## src/rtl/pdp8_pkg.sv

```systemverilog
// ---------------------------------------------------------------------------
// pdp8_pkg
// Shared definitions for the PDP-8 memory subsystem: address/data widths,
// the memory arbiter's FSM state encoding and the requester (owner) encoding.
// No ports; imported with "import pdp8_pkg::*".
// ---------------------------------------------------------------------------
package pdp8_pkg;

    // 32K words of 12-bit memory: 15-bit field+address, 12-bit data.
    localparam int PDP8_AW = 15;
    localparam int PDP8_DW = 12;

    // Arbiter sequencing states.
    typedef enum logic [1:0] {
        ARB_IDLE   = 2'd0,
        ARB_ACCESS = 2'd1,
        ARB_DONE   = 2'd2
    } arb_state_t;

    // Which requester currently owns (or last owned) the memory.
    typedef enum logic {
        OWN_CPU = 1'b0,
        OWN_DMA = 1'b1
    } arb_owner_t;

    // The access-window counter counts down to zero, so it is loaded with
    // one less than the number of strobe cycles wanted.
    function automatic logic [3:0] latLoad(input int lat);
        return 4'(lat - 1);
    endfunction

endpackage

```

## src/rtl/mem_arb_pick.sv

```systemverilog
// ---------------------------------------------------------------------------
// mem_arb_pick
// Combinational requester selector for pdp8_mem_arb.
// A lone requester always wins. On a tie the requester that was NOT served
// last wins; the parent gets fixed DMA priority by tying i_last_owner to
// OWN_CPU, which makes every tie resolve to DMA.
//
// Ports:
//   i_cpu_req     CPU request
//   i_dma_req     data-break request (read or write)
//   i_last_owner  requester served most recently
//   o_grant       some requester is present
//   o_owner       requester selected for the next access
// ---------------------------------------------------------------------------
module mem_arb_pick
    import pdp8_pkg::*;
(
    input  logic       i_cpu_req,
    input  logic       i_dma_req,
    input  arb_owner_t i_last_owner,
    output logic       o_grant,
    output arb_owner_t o_owner
);

    always_comb begin
        o_grant = i_cpu_req | i_dma_req;
        o_owner = OWN_CPU;
        if (i_cpu_req && i_dma_req) begin
            o_owner = (i_last_owner == OWN_DMA) ? OWN_CPU : OWN_DMA;
        end else if (i_dma_req) begin
            o_owner = OWN_DMA;
        end
    end

endmodule

```

## src/rtl/pdp8_mem_arb.sv

```systemverilog
// ---------------------------------------------------------------------------
// pdp8_mem_arb
// Two-port arbiter/sequencer for the 32Kx12 main memory. Grants the CPU port
// or the I/O data-break port, drives the RAM strobes for RAM_LAT cycles from
// latched request values, then pulses the winner's ack/done for one cycle.
//
// Configuration:
//   MEM_ARB_FAIR_EN  defined   : round-robin between CPU and DMA on ties
//                    undefined : fixed DMA priority (data-break rule)
//
// Parameters:
//   RAM_LAT          strobe cycles per access (1..15)
//
// Ports:
//   clk, reset                    clock, async active-high reset
//   cpu_req/we/addr/wdata         CPU request, direction, address, data
//   cpu_rdata, cpu_ack            CPU read data (held), completion pulse
//   dma_read_req/dma_write_req    data-break requests (write wins)
//   dma_ma, dma_wdata             data-break address and write data
//   dma_rdata, dma_done           data-break read data (held), completion
//   ram_addr/wdata/rdata          RAM address, write data, read data
//   ram_rd, ram_wr                RAM strobes
//   busy                          arbiter not idle
// ---------------------------------------------------------------------------
module pdp8_mem_arb
    import pdp8_pkg::*;
#(
    parameter int RAM_LAT = 2
) (
    input  logic               clk,
    input  logic               reset,
    input  logic               cpu_req,
    input  logic               cpu_we,
    input  logic [PDP8_AW-1:0] cpu_addr,
    input  logic [PDP8_DW-1:0] cpu_wdata,
    output logic [PDP8_DW-1:0] cpu_rdata,
    output logic               cpu_ack,
    input  logic               dma_read_req,
    input  logic               dma_write_req,
    input  logic [PDP8_AW-1:0] dma_ma,
    input  logic [PDP8_DW-1:0] dma_wdata,
    output logic [PDP8_DW-1:0] dma_rdata,
    output logic               dma_done,
    output logic [PDP8_AW-1:0] ram_addr,
    output logic [PDP8_DW-1:0] ram_wdata,
    input  logic [PDP8_DW-1:0] ram_rdata,
    output logic               ram_rd,
    output logic               ram_wr,
    output logic               busy
);

    localparam logic [3:0] LAT_LOAD = latLoad(RAM_LAT);

    arb_state_t         r_state;
    arb_state_t         w_state_nxt;
    arb_owner_t         r_owner;
    arb_owner_t         w_pick_owner;
    arb_owner_t         w_last_owner;
    logic               w_dma_req;
    logic               w_grant;
    logic               r_we;
    logic [3:0]         r_cnt;
    logic [PDP8_AW-1:0] r_addr;
    logic [PDP8_DW-1:0] r_wdata;
    logic [PDP8_DW-1:0] r_cpu_rdata;
    logic [PDP8_DW-1:0] r_dma_rdata;
    logic               w_sel_we;
    logic [PDP8_AW-1:0] w_sel_addr;
    logic [PDP8_DW-1:0] w_sel_wdata;

    // A data-break read and write together counts as one write request.
    assign w_dma_req = dma_read_req | dma_write_req;

    mem_arb_pick u_pick (
        .i_cpu_req    (cpu_req),
        .i_dma_req    (w_dma_req),
        .i_last_owner (w_last_owner),
        .o_grant      (w_grant),
        .o_owner      (w_pick_owner)
    );

`ifdef MEM_ARB_FAIR_EN
    arb_owner_t r_last_owner;

    // Remember who was granted last so the other side wins the next tie.
    // Starts as DMA so the CPU wins the first tie after reset.
    always_ff @(posedge clk or posedge reset) begin
        if (reset) begin
            r_last_owner <= OWN_DMA;
        end else if (r_state == ARB_IDLE && w_grant) begin
            r_last_owner <= w_pick_owner;
        end
    end

    assign w_last_owner = r_last_owner;
`else
    // Pretending the CPU was always served last makes every tie go to DMA.
    assign w_last_owner = OWN_CPU;
`endif

    // Steer the winning requester's direction, address and data to the
    // grant registers.
    always_comb begin
        w_sel_we    = cpu_we;
        w_sel_addr  = cpu_addr;
        w_sel_wdata = cpu_wdata;
        if (w_pick_owner == OWN_DMA) begin
            w_sel_we    = dma_write_req;
            w_sel_addr  = dma_ma;
            w_sel_wdata = dma_wdata;
        end
    end

    // FSM state register.
    always_ff @(posedge clk or posedge reset) begin
        if (reset) begin
            r_state <= ARB_IDLE;
        end else begin
            r_state <= w_state_nxt;
        end
    end

    // FSM next-state logic. DONE always returns to IDLE, so requests seen
    // during DONE cannot start an access.
    always_comb begin
        w_state_nxt = r_state;
        case (r_state)
            ARB_IDLE:   if (w_grant) w_state_nxt = ARB_ACCESS;
            ARB_ACCESS: if (r_cnt == 4'd0) w_state_nxt = ARB_DONE;
            ARB_DONE:   w_state_nxt = ARB_IDLE;
            default:    w_state_nxt = ARB_IDLE;
        endcase
    end

    // Datapath: latch the request at grant, count the access window down,
    // and on the last window cycle capture read data for the owner.
    always_ff @(posedge clk or posedge reset) begin
        if (reset) begin
            r_owner     <= OWN_CPU;
            r_we        <= 1'b0;
            r_cnt       <= 4'd0;
            r_addr      <= '0;
            r_wdata     <= '0;
            r_cpu_rdata <= '0;
            r_dma_rdata <= '0;
        end else begin
            case (r_state)
                ARB_IDLE: begin
                    if (w_grant) begin
                        r_owner <= w_pick_owner;
                        r_we    <= w_sel_we;
                        r_addr  <= w_sel_addr;
                        r_wdata <= w_sel_wdata;
                        r_cnt   <= LAT_LOAD;
                    end
                end
                ARB_ACCESS: begin
                    if (r_cnt != 4'd0) begin
                        r_cnt <= r_cnt - 4'd1;
                    end else if (!r_we) begin
                        if (r_owner == OWN_DMA) begin
                            r_dma_rdata <= ram_rdata;
                        end else begin
                            r_cpu_rdata <= ram_rdata;
                        end
                    end
                end
                default: ;
            endcase
        end
    end

    // FSM outputs: decoded purely from registers, never from inputs.
    always_comb begin
        ram_addr  = r_addr;
        ram_wdata = r_wdata;
        ram_rd    = (r_state == ARB_ACCESS) && !r_we;
        ram_wr    = (r_state == ARB_ACCESS) && r_we;
        cpu_ack   = (r_state == ARB_DONE) && (r_owner == OWN_CPU);
        dma_done  = (r_state == ARB_DONE) && (r_owner == OWN_DMA);
        busy      = (r_state != ARB_IDLE);
        cpu_rdata = r_cpu_rdata;
        dma_rdata = r_dma_rdata;
    end

endmodule

```

## config.mk

```make
export PLATFORM = sky130hd
export DESIGN_NAME = pdp8_mem_arb
export DESIGN_NICKNAME = d
export VERILOG_FILES = /design/src/rtl/pdp8_pkg.sv /design/src/rtl/mem_arb_pick.sv /design/src/rtl/pdp8_mem_arb.sv
export SDC_FILE = /design/constraint.sdc
export NUM_CORES = 1
export LEC_CHECK = 0
export CAP_MARGIN = 10
export CORE_ASPECT_RATIO = 0.9
export CORE_MARGIN = 1.5
export CORE_UTILIZATION = 38
export CTS_BUF_LIST = sky130_fd_sc_hd__clkbuf_8
export CTS_CLUSTER_SIZE = 40
export DETAILED_ROUTE_END_ITERATION = 8
export PLACE_DENSITY = 0.84
export SLEW_MARGIN = 10
export SYNTH_ARGS = -nofsm -noshare
export SYNTH_HDL_FRONTEND = slang
export SYNTH_HIERARCHICAL = 1
export SYNTH_SLANG_ARGS = --single-unit
```

## constraint.sdc

```tcl
create_clock -name clk -period 2 [get_ports clk]
set_input_delay 0.3 -clock clk [delete_from_list [all_inputs] [get_ports clk]]
set_output_delay 0.3 -clock clk [all_outputs]
set_load 0.02 [all_outputs]
```

==> results of run 1 <==
## worst max path at each step
stage / start / to / slack, ns / cells past startpoint
2_1_floorplan: r_cnt[0] / cpu_rdata[0] / 0.06 / 6
3_3_place_gp: r_cnt[0] / cpu_rdata[6] / 0.05 / 6
3_5_place_dp: r_cnt[0] / cpu_rdata[6] / -0.03 / 6
4_1_cts: r_state[0] / dma_done / 0.03 / 2
5_1_grt: r_state[0] / busy / 0.007 / 2
6_report: r_state[1] / busy / 0.05 / 2
## flip-flops by register name, summed over array words and instances (netlist names)
register / flops
cpu_rdata: 12
dma_rdata: 12
r_owner: 1
ram_addr: 15
r_cnt: 4
r_we: 1
r_state: 2
ram_wdata: 12
## logic make-up after synthesis
| kind of cell | share of synthesized area, % |
|---|---|
| AND/OR/NAND/NOR | 11.55 |
| multiplexers | 21.51 |
| adder cells (fa/ha/maj) | 0.4791 |
| other | 0.1436 |
| AO/OA/AOI/OAI | 6.948 |
| flip-flops | 56.54 |
| buffers and inverters | 2.827 |
## timing repair
item | CTS | global route
pin swaps | 1 | 0
endpoints found under the setup margin | 15 | 14
gates resized for setup | 3 | 5
## synthesized netlist by cell type
cell type	n	area share (%)
sky130_fd_sc_hd__a21boi_1	1	0.29
sky130_fd_sc_hd__o31a_1	1	0.34
sky130_fd_sc_hd__or4_1	1	0.29
sky130_fd_sc_hd__o21bai_1	1	0.29
sky130_fd_sc_hd__buf_1	2	0.29
sky130_fd_sc_hd__buf_2	5	0.96
sky130_fd_sc_hd__nor3b_2	1	0.48
sky130_fd_sc_hd__dfrtp_1	59	57
sky130_fd_sc_hd__nand2_1	4	0.57
sky130_fd_sc_hd__conb_1	1	0.14
sky130_fd_sc_hd__mux2_2	25	11
sky130_fd_sc_hd__ha_1	1	0.48
sky130_fd_sc_hd__a21oi_1	29	5.6
sky130_fd_sc_hd__or2_2	2	0.48
sky130_fd_sc_hd__nand2b_1	1	0.24
sky130_fd_sc_hd__nor3b_1	3	0.86
sky130_fd_sc_hd__a22oi_1	1	0.29
sky130_fd_sc_hd__buf_6	1	0.43
sky130_fd_sc_hd__and4bb_2	1	0.48
sky130_fd_sc_hd__nor4_4	1	0.81
sky130_fd_sc_hd__inv_1	4	0.57
sky130_fd_sc_hd__nor2_1	31	4.5
sky130_fd_sc_hd__or3b_4	1	0.43
sky130_fd_sc_hd__or2_1	1	0.24
sky130_fd_sc_hd__clkbuf_1	4	0.57
sky130_fd_sc_hd__nor2b_1	2	0.48
sky130_fd_sc_hd__o21ai_0	1	0.19
sky130_fd_sc_hd__or3_1	1	0.24
sky130_fd_sc_hd__nand3_1	6	1.2
sky130_fd_sc_hd__mux2i_1	28	11
sky130_fd_sc_hd__and3b_1	1	0.34
## worst max-delay path, cell delays in order, from the launching register on
cell and delay [ns]:
sky130_fd_sc_hd__dfrtp_2 0.47, sky130_fd_sc_hd__or2_2 0.31, sky130_fd_sc_hd__clkdlybuf4s50_1 0.55
## final cells by class
class                           instances  area, µm²  area share (%)
Multi-Input combinational cell        146       1090           25.33
Timing Repair Buffer                  139       1414           32.86
Tap cell                               90      112.6           2.617
Inverter                                4      15.01          0.3489
Clock inverter                          6      56.30           1.309
Clock buffer                           10      137.6           3.199
Sequential cell                        59       1478           34.34
## power breakdown
group	switching (mW)	internal (mW)	total [mW]
combinational	1.62	1.70	3.32
clock	0.447	0.597	1.04
sequential	0.379	1.79	2.16
## layer usage
metal,vias to the layer above,routed length (µm)
li1,1046,-
met1,1014,2672
met2,76,3263
met3,11,371
met4,0,126
met5,-,0
## stage by stage
step / area [µm²] / TNS [ns] / hold WS [ns] / setup WS (ns) / total power [mW]
floorplan: 2611 / 0 / 0.4504 / 0.05977 / 3.861
global placement: 4093 / 0 / 0.4867 / 0.05140 / 5.400
detailed placement: 4093 / -0.2540 / 0.4924 / -0.02924 / 5.510
CTS: 4285 / 0 / 0.3409 / 0.02609 / 6.576
global route: 4303 / 0 / 0.3703 / 0.006830 / 6.941
finish: 4303 / 0 / 0.3268 / 0.05434 / 6.525
==> reports/metrics.yaml, run 1 <==
synthesis:
  yosysUniqueCellTypes: 31
  yosys_warnings: 6
  syn-num-nets: 294
  syn_avg_cell_area_um2: 11.82
  ys_ff_latch: 59
  synth_seq_area_share_pct: 56.54
  syn_area_um2: 2611
  number_of_cells_produced_by_synthesis: 221
placement:
  port-buffer-count: 127
  place_congestion: 0.8146
  placed_cells_incl_taps: 438
  detailedPlacementHpwl_um: 4967
clocking:
  clkLatencyLatePin_ns: 0.33
  cts_setup_buffers: 0
  clk_pin_slew_ns: 0.06
  tritoncts_clock_tree: "built"
  clk_sinks: 59
  cts_hold_buffers: 0
  clock_buffers_created_by_tritoncts: 9
  htreeDepth: 3
  cts_max_path_buffers: 2
  clockRootBuffer: "sky130_fd_sc_hd__clkbuf_8"
cells_and_area:
  drive_above_1_share_pct: 17.58
  stdcell_count: 454
  syn2layout_area_growth_pct: 64.78
  layout.filler_cells: 497
  fin_util_pct: 64.98
  antenna-diode-count: 0
  layout.cells.most_common: "sky130_fd_sc_hd__clkdlybuf4s50_1"
  fin_nets: 432
  mostFrequentLayoutCells: "sky130_fd_sc_hd__clkdlybuf4s50_1, sky130_fd_sc_hd__dfrtp_1, sky130_fd_sc_hd__nor2_1"
global_route:
  grt_pass1_vias: 2249
  grt.met1_usage_pct: 20.62
  global_route.peak_usage_layer: "met2"
  globalRouteTotalUtil_pct: 18.31
  global_route_wire_length_before_repair_um: 10430
  grtUsageMet2_pct: 32.20
  grtUsageMet3_pct: 5.648
  maximum_number_of_pins_on_one_net_before_global_route_repair: 49
  grt_antenna_before_repair: 0
  global_route.overflow_total: 0
power_and_ir_drop:
  leakagePower_nw: 1.901
  max-vdd-ir-drop_mv: 0.6921
  cellPowerDensity_nw_per_um2: 1516
sta:
  count_of_endpoints_failing_setup_in_the_final_report: 0
  unrepaired_setup_endpoints_after_global_routing: "no"
  final_hold_viol_count: 0
  final_min_period_over_clock_period_pct: 97.28
  achievable-frequency_mhz: 514.0
  max_slew_violation_count: 0
  fin_skew_ns: 0.007031
  timing.final.crit_period_ns: 1.946
  tightest_slew_ns: 0.5150
  relSlewSlack_pct: 65.62
critical_path:
  worstPathArrival_ns: 1.65
  worst_r2r_startpoint: "r_cnt[1]"
  setup.worst_path.class: "register to output pin"
  timing.critical_path.from_type: "register"
  reg2reg_path_depth: 6
  cp_data_required_time_ns: 1.70
  timing.critical_path.fanout_max: 9
  regToRegEndpoint: "cpu_rdata[4]"
  timing.reg2reg.setup_slack_ns: 0.12
  critical_path.endpoint_type: "output pin"
route:
  route.vias.total: 2147
  routed_wirelength_normalized_by_instance_count_um: 14.17
  ant_nets: 0
  drt-initial-drc-count: 59
  post-route-drc-count: 0
  first_pass_iters: 4
  drt-total-wl_um: 6433
  post_drt_via_cell_ratio: 4.729
floorplanning:
  core-area_um2: 6621
  initial_core_util_pct: 39.44
  pin_count: 128
  design.die.area_um2: 7379
  num_rows: 28
  die_w_um: 90.38
  die_span_in_y_um: 81.64
run:
  maxCapViolCount: 0
worst_hold_path:
  hold_path.class: "primary input to asynchronous set/reset pin"
outcome:
  status: "completed"
(Power assumes the default switching activity.)
==> run 2: changes to the inputs <==
Settings changed: SETUP_SLACK_MARGIN from default to 0.15.
==> run 2 against run 1 <==
Effect of this change: global-route usage grew 0.39 points; non-clock buffer count grew 3; maximum frequency shrank 2.1%; power grew 2.8%; sequential cell count is the same; critical path depth grew 5.
==> reports/metrics.yaml, run 2 (synthesis gave the netlist of run 1 again) <==
power_and_ir_drop:
  leakagePower_nw: 1.914
  totalPowerFinal_mw: 6.708
  cellPowerDensity_nw_per_um2: 1532
  max-vdd-ir-drop_mv: 0.7885
floorplanning:
  die_span_in_y_um: 81.64
  num_rows: 28
  pin_count: 128
  core-area_um2: 6621
  die_w_um: 90.38
  design.die.area_um2: 7379
  initial_core_util_pct: 39.44
route:
  drt-total-wl_um: 6819
  post-route-drc-count: 0
  first_pass_iters: 4
  route.vias.total: 2209
  routed_wirelength_normalized_by_instance_count_um: 14.92
  drt-initial-drc-count: 59
  post_drt_via_cell_ratio: 4.834
  ant_nets: 0
placement:
  detailedPlacementHpwl_um: 4969
  port-buffer-count: 127
  pre_cts_slack_ns: 0.02374
  place_congestion: 0.8111
  placed_cells_incl_taps: 437
run:
  maxCapViolCount: 0
cells_and_area:
  fin_nets: 435
  layout.cells.most_common: "sky130_fd_sc_hd__clkdlybuf4s50_1"
  drive_above_1_share_pct: 19.62
  antenna-diode-count: 0
  fin_util_pct: 66.12
  syn2layout_area_growth_pct: 67.66
  largest_reg_flops: 15
  stdcell_count: 457
  mostFrequentLayoutCells: "sky130_fd_sc_hd__clkdlybuf4s50_1, sky130_fd_sc_hd__dfrtp_1, sky130_fd_sc_hd__nor2_1"
outcome:
  status: "completed"
sta:
  relSlewSlack_pct: 65.87
  layout_setup_ws_ns: 0.01329
  fin_skew_ns: 0.004525
  count_of_endpoints_failing_setup_in_the_final_report: 0
  hold_ws_ns: 0.3194
  timing.final.crit_period_ns: 1.987
  max_slew_violation_count: 0
  final_hold_viol_count: 0
  final_min_period_over_clock_period_pct: 99.34
  unrepaired_setup_endpoints_after_global_routing: "yes"
  tightest_slew_ns: 0.5112
  achievable-frequency_mhz: 503.3
global_route:
  grt_pass1_vias: 2234
  globalRouteTotalUtil_pct: 18.71
  grt_antenna_before_repair: 0
  maximum_number_of_pins_on_one_net_before_global_route_repair: 55
  global_route_wire_length_before_repair_um: 10520
  global_route.overflow_total: 0
clocking:
  tritoncts_clock_tree: "built"
  clk_sinks: 59
  clock_buffers_created_by_tritoncts: 9
  cts_hold_buffers: 0
  clockRootBuffer: "sky130_fd_sc_hd__clkbuf_8"
  clkLatencyLatePin_ns: 0.34
  htreeDepth: 3
  clk_pin_slew_ns: 0.07
  cts_max_path_buffers: 2
critical_path:
  critical_path.endpoint_type: "register"
  regToRegEndpoint: "cpu_rdata[4]"
  worstPathArrival_ns: 2.21
  timing.reg2reg.setup_slack_ns: 0.01
  reg2reg_path_depth: 7
  setup.worst_path.class: "register to register"
  worst_r2r_startpoint: "r_cnt[1]"
  timing.critical_path.fanout_max: 6
  timing.critical_path.from_type: "register"
  cp_data_required_time_ns: 2.22
worst_hold_path:
  hold_path.class: "primary input to asynchronous set/reset pin"
[run 2: worst max path at each step]
stage / start / to / slack [ns] / depth (start not counted)
floorplan: r_cnt[0] / cpu_rdata[0] / 0.15 / 6
global placement: dma_write_req / ram_addr[8] / 0.08 / 7
detailed placement: dma_write_req / ram_wdata[4] / 0.02 / 7
CTS: r_cnt[0] / cpu_rdata[0] / 0.03 / 6
global route: r_cnt[1] / cpu_rdata[4] / -0.02 / 7
finish: r_cnt[1] / cpu_rdata[4] / 0.01 / 7
[run 2: cell type report]
type / instances / area (µm²)
Tap cell: 90 / 112.6
Inverter: 4 / 15.01
Clock buffer: 9 / 123.9
Clock inverter: 7 / 77.57
Multi-Input combinational cell: 146 / 1142
Fill cell: 507 / 2243
Sequential cell: 59 / 1478
Timing Repair Buffer: 142 / 1429
[run 2: stage by stage]
| stage | setup TNS, ns | instance area [µm²] |
|---|---|---|
| after floorplan | 0 | 2619 |
| after global routing | -0.07756 | 4378 |
| after detailed placement | 0 | 4080 |
| after CTS | 0 | 4279 |
| final | 0 | 4378 |
| after global placement | 0 | 4080 |
[run 2: metal layers]
metal,wire [µm],track usage [%]
met1,2702,20.06
met2,3579,34.09
met3,488,7.407
met4,49,6.508
met5,0,0
[run 2: power by group]
part	leakage, nW	switching [mW]	internal (mW)
Sequential	0.683	0.403	1.78
Combinational	1.13	1.65	1.78
Clock	0.0998	0.506	0.583
Total	1.91	2.56	4.15
[run 2: what timing repair did]
action / CTS / global route
pin swaps: 0 / 2
setup endpoints to repair: 17 / 13
setup buffers: 0 / 3
gates cloned: 0 / 1
resized for setup: 7 / 16
[run 2: worst max-delay path, stage by stage (launching register included)]
cell and delay [ns]:
sky130_fd_sc_hd__dfrtp_1 0.42, sky130_fd_sc_hd__inv_2 0.09, sky130_fd_sc_hd__ha_4 0.13, sky130_fd_sc_hd__or3b_4 0.40, sky130_fd_sc_hd__nor4_4 0.22, sky130_fd_sc_hd__buf_4 0.18
sky130_fd_sc_hd__clkbuf_16 0.15, sky130_fd_sc_hd__mux2_4 0.29
